## src/rtl/alu_pkg.sv

```systemverilog
// Shared definitions for the ALU operand/result interface.
//   ALU_OP_W : op-code width driven into the ALU
//   DONE_W   : width of the completed-operation counter
//   alu_op_e : op-code values (AND..MOD)
//   state_e  : issue controller state encoding
package alu_pkg;

  localparam int unsigned ALU_OP_W = 3;
  localparam int unsigned DONE_W   = 16;

  typedef enum logic [ALU_OP_W-1:0] {
    OP_AND  = 3'd0,
    OP_OR   = 3'd1,
    OP_XOR  = 3'd2,
    OP_NOR  = 3'd3,
    OP_LESS = 3'd4,
    OP_ADD  = 3'd5,
    OP_SUB  = 3'd6,
    OP_MOD  = 3'd7
  } alu_op_e;

  typedef enum logic [1:0] {
    ST_IDLE  = 2'd0,
    ST_ISSUE = 2'd1,
    ST_WAIT  = 2'd2,
    ST_RESP  = 2'd3
  } state_e;

endpackage

```

## src/rtl/alu_watchdog.sv

```systemverilog
// Loadable-clear cycle counter that flags when TIMEOUT-1 increments have
// been counted since the last clear.
//   clk_i     : clock
//   rst_i     : synchronous active-high reset
//   clr_i     : clear counter to zero (wins over inc_i)
//   inc_i     : count one cycle
//   expired_o : registered, high while the count equals TIMEOUT-1
module alu_watchdog #(
  parameter int unsigned TIMEOUT = 64
) (
  input  logic clk_i,
  input  logic rst_i,
  input  logic clr_i,
  input  logic inc_i,
  output logic expired_o
);

  localparam int unsigned CNT_W = $clog2(TIMEOUT);

  logic [CNT_W-1:0] cnt_q, cnt_d;
  logic             expired_q;

  // Next count
  always_comb begin
    cnt_d = cnt_q;
    if (clr_i) begin
      cnt_d = '0;
    end else if (inc_i) begin
      cnt_d = cnt_q + CNT_W'(1);
    end
  end

  // Expiry is computed from the next count so it is registered yet aligned
  // with the counter value it describes.
  always_ff @(posedge clk_i) begin
    if (rst_i) begin
      cnt_q     <= '0;
      expired_q <= 1'b0;
    end else begin
      cnt_q     <= cnt_d;
      expired_q <= (cnt_d == CNT_W'(TIMEOUT - 1));
    end
  end

  assign expired_o = expired_q;

endmodule

```

## src/rtl/alu_issue_ctrl.sv

```systemverilog
// Initiator side of the ALU operand/result interface. Accepts tagged
// requests, holds operands on the ALU until We, and returns result/carry/tag
// (or a timeout error) on a valid/ready response port.
//   Clk, Reset              : clock, synchronous active-high reset
//   ReqValid/ReqReady/Req*  : request port (ReqReady combinational)
//   AluA/AluB/AluOp         : operands and op to the ALU, change only on accept
//   AluResult/AluC/AluWe    : ALU result, carry-out, result valid
//   RspValid/RspReady/Rsp*  : response port
//   DoneCount               : completed non-error operations (wrapping)
module alu_issue_ctrl
  import alu_pkg::*;
#(
  parameter int unsigned WIDTH   = 32,
  parameter int unsigned TAG_W   = 4,
  parameter int unsigned TIMEOUT = 64
) (
  input  logic                Clk,
  input  logic                Reset,
  input  logic                ReqValid,
  output logic                ReqReady,
  input  logic [WIDTH-1:0]    ReqA,
  input  logic [WIDTH-1:0]    ReqB,
  input  logic [ALU_OP_W-1:0] ReqOp,
  input  logic [TAG_W-1:0]    ReqTag,
  output logic [WIDTH-1:0]    AluA,
  output logic [WIDTH-1:0]    AluB,
  output logic [ALU_OP_W-1:0] AluOp,
  input  logic [WIDTH-1:0]    AluResult,
  input  logic                AluC,
  input  logic                AluWe,
  output logic                RspValid,
  input  logic                RspReady,
  output logic [WIDTH-1:0]    RspResult,
  output logic                RspCarry,
  output logic                RspErr,
  output logic [TAG_W-1:0]    RspTag,
  output logic [DONE_W-1:0]   DoneCount
);

  state_e              state_q, state_d;
  logic [WIDTH-1:0]    alu_a_q, alu_a_d;
  logic [WIDTH-1:0]    alu_b_q, alu_b_d;
  logic [ALU_OP_W-1:0] alu_op_q, alu_op_d;
  logic [TAG_W-1:0]    tag_q, tag_d;
  logic [WIDTH-1:0]    rsp_result_q, rsp_result_d;
  logic                rsp_carry_q, rsp_carry_d;
  logic                rsp_err_q, rsp_err_d;
  logic                rsp_valid_q, rsp_valid_d;
  logic [DONE_W-1:0]   done_q, done_d;
  logic                req_ready_c;
  logic                wd_clr, wd_inc, wd_expired;

  alu_watchdog #(
    .TIMEOUT (TIMEOUT)
  ) u_watchdog (
    .clk_i     (Clk),
    .rst_i     (Reset),
    .clr_i     (wd_clr),
    .inc_i     (wd_inc),
    .expired_o (wd_expired)
  );

  // Next-state and datapath control
  always_comb begin
    state_d      = state_q;
    alu_a_d      = alu_a_q;
    alu_b_d      = alu_b_q;
    alu_op_d     = alu_op_q;
    tag_d        = tag_q;
    rsp_result_d = rsp_result_q;
    rsp_carry_d  = rsp_carry_q;
    rsp_err_d    = rsp_err_q;
    done_d       = done_q;
    req_ready_c  = 1'b0;
    wd_clr       = 1'b0;
    wd_inc       = 1'b0;

    unique case (state_q)
      ST_IDLE: begin
        req_ready_c = 1'b1;
        if (ReqValid) begin
          alu_a_d  = ReqA;
          alu_b_d  = ReqB;
          alu_op_d = ReqOp;
          tag_d    = ReqTag;
          state_d  = ST_ISSUE;
        end
      end
      // One-cycle slot: a We still high from the previous operand set is
      // deliberately not looked at here.
      ST_ISSUE: begin
        wd_clr  = 1'b1;
        state_d = ST_WAIT;
      end
      // We has priority over a coincident watchdog expiry.
      ST_WAIT: begin
        if (AluWe) begin
          rsp_result_d = AluResult;
          rsp_carry_d  = AluC;
          rsp_err_d    = 1'b0;
          done_d       = done_q + DONE_W'(1);
          state_d      = ST_RESP;
        end else if (wd_expired) begin
          rsp_result_d = '0;
          rsp_carry_d  = 1'b0;
          rsp_err_d    = 1'b1;
          state_d      = ST_RESP;
        end else begin
          wd_inc = 1'b1;
        end
      end
      // Response consumed: bypass straight into a new issue if one is waiting.
      ST_RESP: begin
        if (RspReady) begin
          req_ready_c = 1'b1;
          if (ReqValid) begin
            alu_a_d  = ReqA;
            alu_b_d  = ReqB;
            alu_op_d = ReqOp;
            tag_d    = ReqTag;
            state_d  = ST_ISSUE;
          end else begin
            state_d = ST_IDLE;
          end
        end
      end
      default: state_d = ST_IDLE;
    endcase

    rsp_valid_d = (state_d == ST_RESP);
  end

  // State and output registers
  always_ff @(posedge Clk) begin
    if (Reset) begin
      state_q      <= ST_IDLE;
      alu_a_q      <= '0;
      alu_b_q      <= '0;
      alu_op_q     <= '0;
      tag_q        <= '0;
      rsp_result_q <= '0;
      rsp_carry_q  <= 1'b0;
      rsp_err_q    <= 1'b0;
      rsp_valid_q  <= 1'b0;
      done_q       <= '0;
    end else begin
      state_q      <= state_d;
      alu_a_q      <= alu_a_d;
      alu_b_q      <= alu_b_d;
      alu_op_q     <= alu_op_d;
      tag_q        <= tag_d;
      rsp_result_q <= rsp_result_d;
      rsp_carry_q  <= rsp_carry_d;
      rsp_err_q    <= rsp_err_d;
      rsp_valid_q  <= rsp_valid_d;
      done_q       <= done_d;
    end
  end

  assign ReqReady  = req_ready_c;
  assign AluA      = alu_a_q;
  assign AluB      = alu_b_q;
  assign AluOp     = alu_op_q;
  assign RspValid  = rsp_valid_q;
  assign RspResult = rsp_result_q;
  assign RspCarry  = rsp_carry_q;
  assign RspErr    = rsp_err_q;
  assign RspTag    = tag_q;
  assign DoneCount = done_q;

endmodule

```

## config.mk

```make
export PLATFORM = sky130hd
export DESIGN_NAME = alu_issue_ctrl
export DESIGN_NICKNAME = d
export VERILOG_FILES = /design/src/rtl/alu_pkg.sv /design/src/rtl/alu_watchdog.sv /design/src/rtl/alu_issue_ctrl.sv
export SDC_FILE = /design/constraint.sdc
export NUM_CORES = 1
export LEC_CHECK = 0
export CAP_MARGIN = 30
export CORE_MARGIN = 2
export CORE_UTILIZATION = 41
export CTS_CLUSTER_SIZE = 8
export DETAILED_ROUTE_END_ITERATION = 10
export PLACE_DENSITY = 0.91
export SYNTH_ARGS = -nofsm -noshare
export SYNTH_HDL_FRONTEND = slang
export SYNTH_SLANG_ARGS = --single-unit
```

## constraint.sdc

```tcl
create_clock -name Clk -period 2.3 [get_ports Clk]
set_input_delay 0.46 -clock Clk [delete_from_list [all_inputs] [get_ports Clk]]
set_output_delay 0.46 -clock Clk [all_outputs]
set_load 0.05 [all_outputs]
```

==> impl_metrics.toml, run 1 <==
[status]
status = "completed"

[global_route]
grt_pass1_vias = 4589
antenna_found_initial = 0
grtUsageTotal_pct = 21.5
grt-ovfl-total = 0
grt_pass1_wl_um = 21900
grt_max_degree = 72

[synthesis]
synthArstFlopShare_pct = 0
synth_top_area_share_pct = 54.6
syn_inst = 566
synth_edf_count = 0
syn_area_per_cell_sq_um = 8.49
synth_nets = 682
synth_top_area_cell = "dfxtp_1"
seq_area_frac_synth_pct = 54.6
synth_flop_cell = "dfxtp_1"
synth_most_common_cell = "nand2_1"
yosys_warnings = 0
ys_top_cells_by_count = "nand2_1, dfxtp_1, a21oi_1"
synth_cell_types = 36
ys_ff_latch = 131
synthTopCellsByArea = "dfxtp_1, nand2_1, a21oi_1, a22oi_1, nor2_1"
syn_area_sq_mm = 0.00481

[sta]
max_freq_mhz = 470
tns_ns = 0
rsz0062_at_grt = "false"
min_period_ns = 2.13
finalClockSkew_ns = 0.0108
slew_headroom_pct = 58.6
max_slew.worst_pin.slew_ns = 0.621
slew_viol_final = 0
fin_crit_sh_pct = 92.5
finalHoldViolCount = 0
setup_viol = 0

[cts]
cts_made_buffers = 17
clk_latency_ns = 0.41
ctsResizeCount = 0
root_buffer = "clkbuf_16"
clk_path_buf_depth = 2
cts_hold_buffers = 0
h-tree-depth = 4
post_cts_buffers = 0
clock-sinks = 131
clk_pin_slew_ns = 0.05
cts_tree = "built"

[floorplan]
fp.coreArea_sq_mm = 0.0114
die_h_um = 112
die_w_um = 112
ios = 232
die_area_sq_mm = 0.0126
start_util_pct = 42.1
row_count = 39

[route]
drt_iter0_markers = 251
ant_nets = 0
vias = 4693
wl_per_cell_um = 14.6
routed_wl_um = 13800
drc = 0
vias_per_cell = 4.96
first_pass_iters = 4

[worst_setup_path]
regToRegSetupSlack_ns = 0.26
start_kind = "register"
arrival_ns = 1.67
rr_startpoint = "state_q[0]$_SDFF_PP0_"
reg2reg_to = "DoneCount[14]$_SDFFE_PP0P_"
reg2reg_depth = 6
worstPathMaxFanout = 5
crit_type = "register to output port"
critPathTopFamily = "buffers and inverters"
path_cells = "clkdlybuf4s50_1"
endpoint_kind = "output port"
worstPathRequired_ns = 1.84
cpMaxStageDelayCell = "clkdlybuf4s50_1"
critPathMaxStageDelay_ns = 0.85
worst-path-buf-inv = 1

[layout]
nFillCells = 866
post-route-util_pct = 69.8
fin_nets = 906
area_growth_pct = 65.9
n_antenna_cell = 0
drive_gt1_share_pct = 6.97

[place]
gp_congestion = 0.833
portBuffers = 231
dp.final_hpwl_um = 9580

[hold_path]
hold_end = "AluA[17]$_SDFFE_PP0P_"
hold_depth = 2
hold_path_class = "register to register"
min_from = "AluA[17]$_SDFFE_PP0P_"

[power_and_ir_drop]
ir_drop_uv = 558
p_leak_nw = 2.92
power_density_mw_per_mm2 = 817

[job]
drv_cap = 0
[cell type report]
class / instances / area (sq um) / share of cell area (%)
clock buffer: 22 / 474 / 5.95
inverter: 5 / 18.8 / 0.235
sequential: 131 / 2620 / 32.9
multi-input combinational: 392 / 2030 / 25.4
clock inverter: 10 / 178 / 2.23
tap: 143 / 179 / 2.24
timing repair buffer: 243 / 2470 / 31.0
[metal layers]
metal / global-route usage (%) / routed length [um] / up-vias / part of all wire [%]
met2: 36.3 / 6830 / 194 / 50
li1: - / - / 2334 / -
met5: 0 / 0 / - / 0
met1: 23.9 / 5410 / 2140 / 39
met3: 8.59 / 1250 / 25 / 9.1
met4: 9.35 / 299 / 0 / 2.2
[power by group]
part           switching (mW)  internal, mW  total, mW  leakage, nW
Combinational           0.686         0.457       1.14         1.53
Clock                   0.931          2.00       2.93        0.320
Sequential             0.0574          2.38       2.44         1.07
Total                    1.67          4.84       6.51         2.92
[through the flow]
step | setup slack [ns] | std cells | total power, mW | hold slack, ns | instance area, sq um
3_5_place_dp | 0.0395 | 914 | 3.63 | 0.446 | 7320
6_report | 0.173 | 946 | 6.51 | 0.453 | 7970
4_1_cts | 0.151 | 946 | 6.58 | 0.454 | 7970
5_1_grt | 0.0402 | 946 | 6.76 | 0.473 | 7970
2_1_floorplan | 0.170 | 566 | 3.13 | 0.484 | 4810
3_3_place_gp | 0.0606 | 914 | 3.61 | 0.441 | 7320
[flip-flops by register name, indices dropped and copies added (netlist names)]
register              count
AluOp                     3
RspTag                    4
AluB                     32
RspValid                  1
u_watchdog.cnt_q          6
RspResult                32
RspCarry                  1
DoneCount                16
AluA                     32
RspErr                    1
u_watchdog.expired_o      1
state_q                   2
[layout by cell type (no fill, tap or decap), types with 2 or more instances in the layout]
cell             instances
a21oi_1                 76
a22oi_1                 33
and2_1                   2
and3_1                   2
buf_12                   6
buf_4                    8
bufinv_16                5
clkbuf_1                 2
clkbuf_16               17
clkbuf_8                 3
clkdlybuf4s50_1        229
clkinv_2                 4
dfxtp_1                131
ha_1                     7
inv_1                    5
mux2_2                   3
mux2i_1                  2
nand2_1                148
nand2b_1                 2
nand3_1                  5
nand3b_1                 2
nand4_1                  5
nor2_1                  55
nor2b_1                  4
nor3_1                   6
nor4_1                   4
o21ai_0                  5
or3_1                    2
xnor2_1                 12
xor2_1                   4
[worst max path at each step]
stage | start | to | slack [ns] | cells after the start
2_1_floorplan | DoneCount[0]$_SDFFE_PP0P_ | DoneCount[14]$_SDFFE_PP0P_ | 0.17 | 5
3_3_place_gp | AluWe | u_watchdog.expired_o$_SDFF_PP0_ | 0.06 | 7
3_5_place_dp | AluWe | u_watchdog.expired_o$_SDFF_PP0_ | 0.04 | 7
4_1_cts | DoneCount[4]$_SDFFE_PP0P_ | DoneCount[4] | 0.15 | 1
5_1_grt | state_q[0]$_SDFF_PP0_ | u_watchdog.expired_o$_SDFF_PP0_ | 0.04 | 7
6_report | DoneCount[11]$_SDFFE_PP0P_ | DoneCount[11] | 0.17 | 1
[cell families (layout without fill, tap and decap cells)]
| group | Yosys count | count (layout) | share of synthesized area (%) |
|---|---|---|---|
| xor gates and xnor gates | 16 | 16 | 2.92 |
| adders and majority gates | 7 | 7 | 1.82 |
| muxes | 5 | 5 | 1.12 |
| and+or+nand+nor | 245 | 245 | 21.8 |
| buffers and inverters | 43 | 280 | 3.41 |
| AOI/OAI and AO/OA | 119 | 119 | 14.4 |
| DFF | 131 | 131 | 54.6 |
Power figures use the tool's default switching activity.
==> run 2, diff against run 1 <==
Settings changed: REMOVE_ABC_BUFFERS from default to 1.
==> impl_metrics.toml, run 2 (synthesis gave the netlist of run 1 again) <==
[layout]
area_growth_pct = 65.9
n_antenna_cell = 0
most-common-layout-cells = "clkdlybuf4s50_1, nand2_1, dfxtp_1"
fin_nets = 907
mostFrequentLayoutCell = "clkdlybuf4s50_1"
post-route-util_pct = 69.8
drive_gt1_share_pct = 7.21
layout.cells.non_filler = 947

[power_and_ir_drop]
ir_drop_uv = 566
power_density_mw_per_mm2 = 826
totalPowerFinal_mw = 6.58
p_leak_nw = 2.92

[cts]
clk_path_buf_depth = 2
clk_pin_slew_ns = 0.05
h-tree-depth = 4
cts_tree = "built"
ctsResizeCount = 0
clock-sinks = 131
cts_hold_buffers = 0
clk_latency_ns = 0.40
cts_made_buffers = 17
root_buffer = "clkbuf_16"
post_cts_buffers = 0

[floorplan]
start_util_pct = 42.1
die_area_sq_mm = 0.0126
die_w_um = 112
fp.coreArea_sq_mm = 0.0114
ios = 232
die_h_um = 112
row_count = 39

[sta]
setup_ws_ns = 0.159
fin_crit_sh_pct = 93.1
finalClockSkew_ns = 0.00711
max_freq_mhz = 467
rsz0062_at_grt = "false"
max_slew.worst_pin.slew_ns = 0.646
finalHoldViolCount = 0
min_period_ns = 2.14
setup_viol = 0
slew_viol_final = 0
slew_headroom_pct = 56.9
holdWs_ns = 0.450

[worst_setup_path]
endpoint_kind = "output port"
crit_type = "register to output port"
path_cells = "clkdlybuf4s50_1"
regToRegSetupSlack_ns = 0.23
start_kind = "register"
arrival_ns = 1.68
critPathTopFamily = "buffers and inverters"
cpMaxStageDelayCell = "clkdlybuf4s50_1"
worstPathRequired_ns = 1.84
worstPathMaxFanout = 7
reg2reg_depth = 7
rr_startpoint = "state_q[0]$_SDFF_PP0_"
worst-path-buf-inv = 1
critPathMaxStageDelay_ns = 0.85
reg2reg_to = "u_watchdog.expired_o$_SDFF_PP0_"
crit_path_start = "DoneCount[4]$_SDFFE_PP0P_"

[global_route]
grt_pass1_wl_um = 22700
grt-ovfl-total = 0
grt_max_degree = 66
grt_pass1_vias = 4690
grtUsageTotal_pct = 22.4
antenna_found_initial = 0

[place]
gp_congestion = 0.824
dp_cells = 915
portBuffers = 231
dpl_worst_slack_ns = 0.0295
dp.final_hpwl_um = 9750

[route]
routed_wl_um = 14000
drc = 0
ant_nets = 0
vias = 4726
drt_iter0_markers = 356
first_pass_iters = 5
vias_per_cell = 4.99
wl_per_cell_um = 14.7

[job]
drv_cap = 0

[status]
status = "completed"

[hold_path]
hold_depth = 2
hold_path_class = "register to register"
hold_end = "AluA[22]$_SDFFE_PP0P_"
min_from = "AluA[22]$_SDFFE_PP0P_"
[run 2: changes by cell type in the layout (fill, tap and decap cells not counted), sizes merged]
cell / previous run / this run
clkbuf: 22 / 23
clkinv: 4 / 3
buf: 14 / 15
[run 2: how the worst max path moves through the flow]
stage | endpoint | slack, ns | cells past startpoint
finish | DoneCount[4] | 0.16 | 1
global route | u_watchdog.expired_o$_SDFF_PP0_ | 0.003 | 7
CTS | DoneCount[0] | 0.13 | 1
detailed placement | u_watchdog.expired_o$_SDFF_PP0_ | 0.03 | 7
global placement | u_watchdog.expired_o$_SDFF_PP0_ | 0.09 | 7
floorplan | AluA[0]$_SDFFE_PP0P_ | -0.10 | 6
[run 2: cell type report]
class,instances,area (sq um)
clock buffers,23,498
clock inverters,9,173
fillers,850,3440
inverters,5,18.8
multi-input cells,392,2030
flip-flops and latches,131,2620
well taps,143,179
repair buffers,244,2450
[run 2: per-stage QoR]
step / TNS, ns / cell area (sq um)
final: 0 / 7970
after global routing: 0 / 7970
after CTS: 0 / 7970
after detailed placement: 0 / 7300
after global placement: 0 / 7300
after floorplan: -7.43 / 4660
[run 2: per-layer routing]
layer / share of wire (%) / GRT usage [%] / vias to the layer above
li1: - / - / 2341
met1: 41 / 26.0 / 2167
met2: 49 / 38.4 / 198
met3: 7.7 / 7.45 / 20
met4: 1.9 / 8.78 / 0
met5: 0 / 0 / -
[run 2: power breakdown]
group	internal, mW	leakage, nW	switching [mW]
registers	2.38	1.07	0.0558
clock network	2.06	0.329	0.938
logic	0.455	1.52	0.693
total	4.90	2.92	1.69
==> run 3, diff against run 2 <==
Settings changed: HOLD_SLACK_MARGIN from default to 0.1.
==> results of run 3 <==
Same layout as run 2: the final DEF is identical, and so are final timing and power.
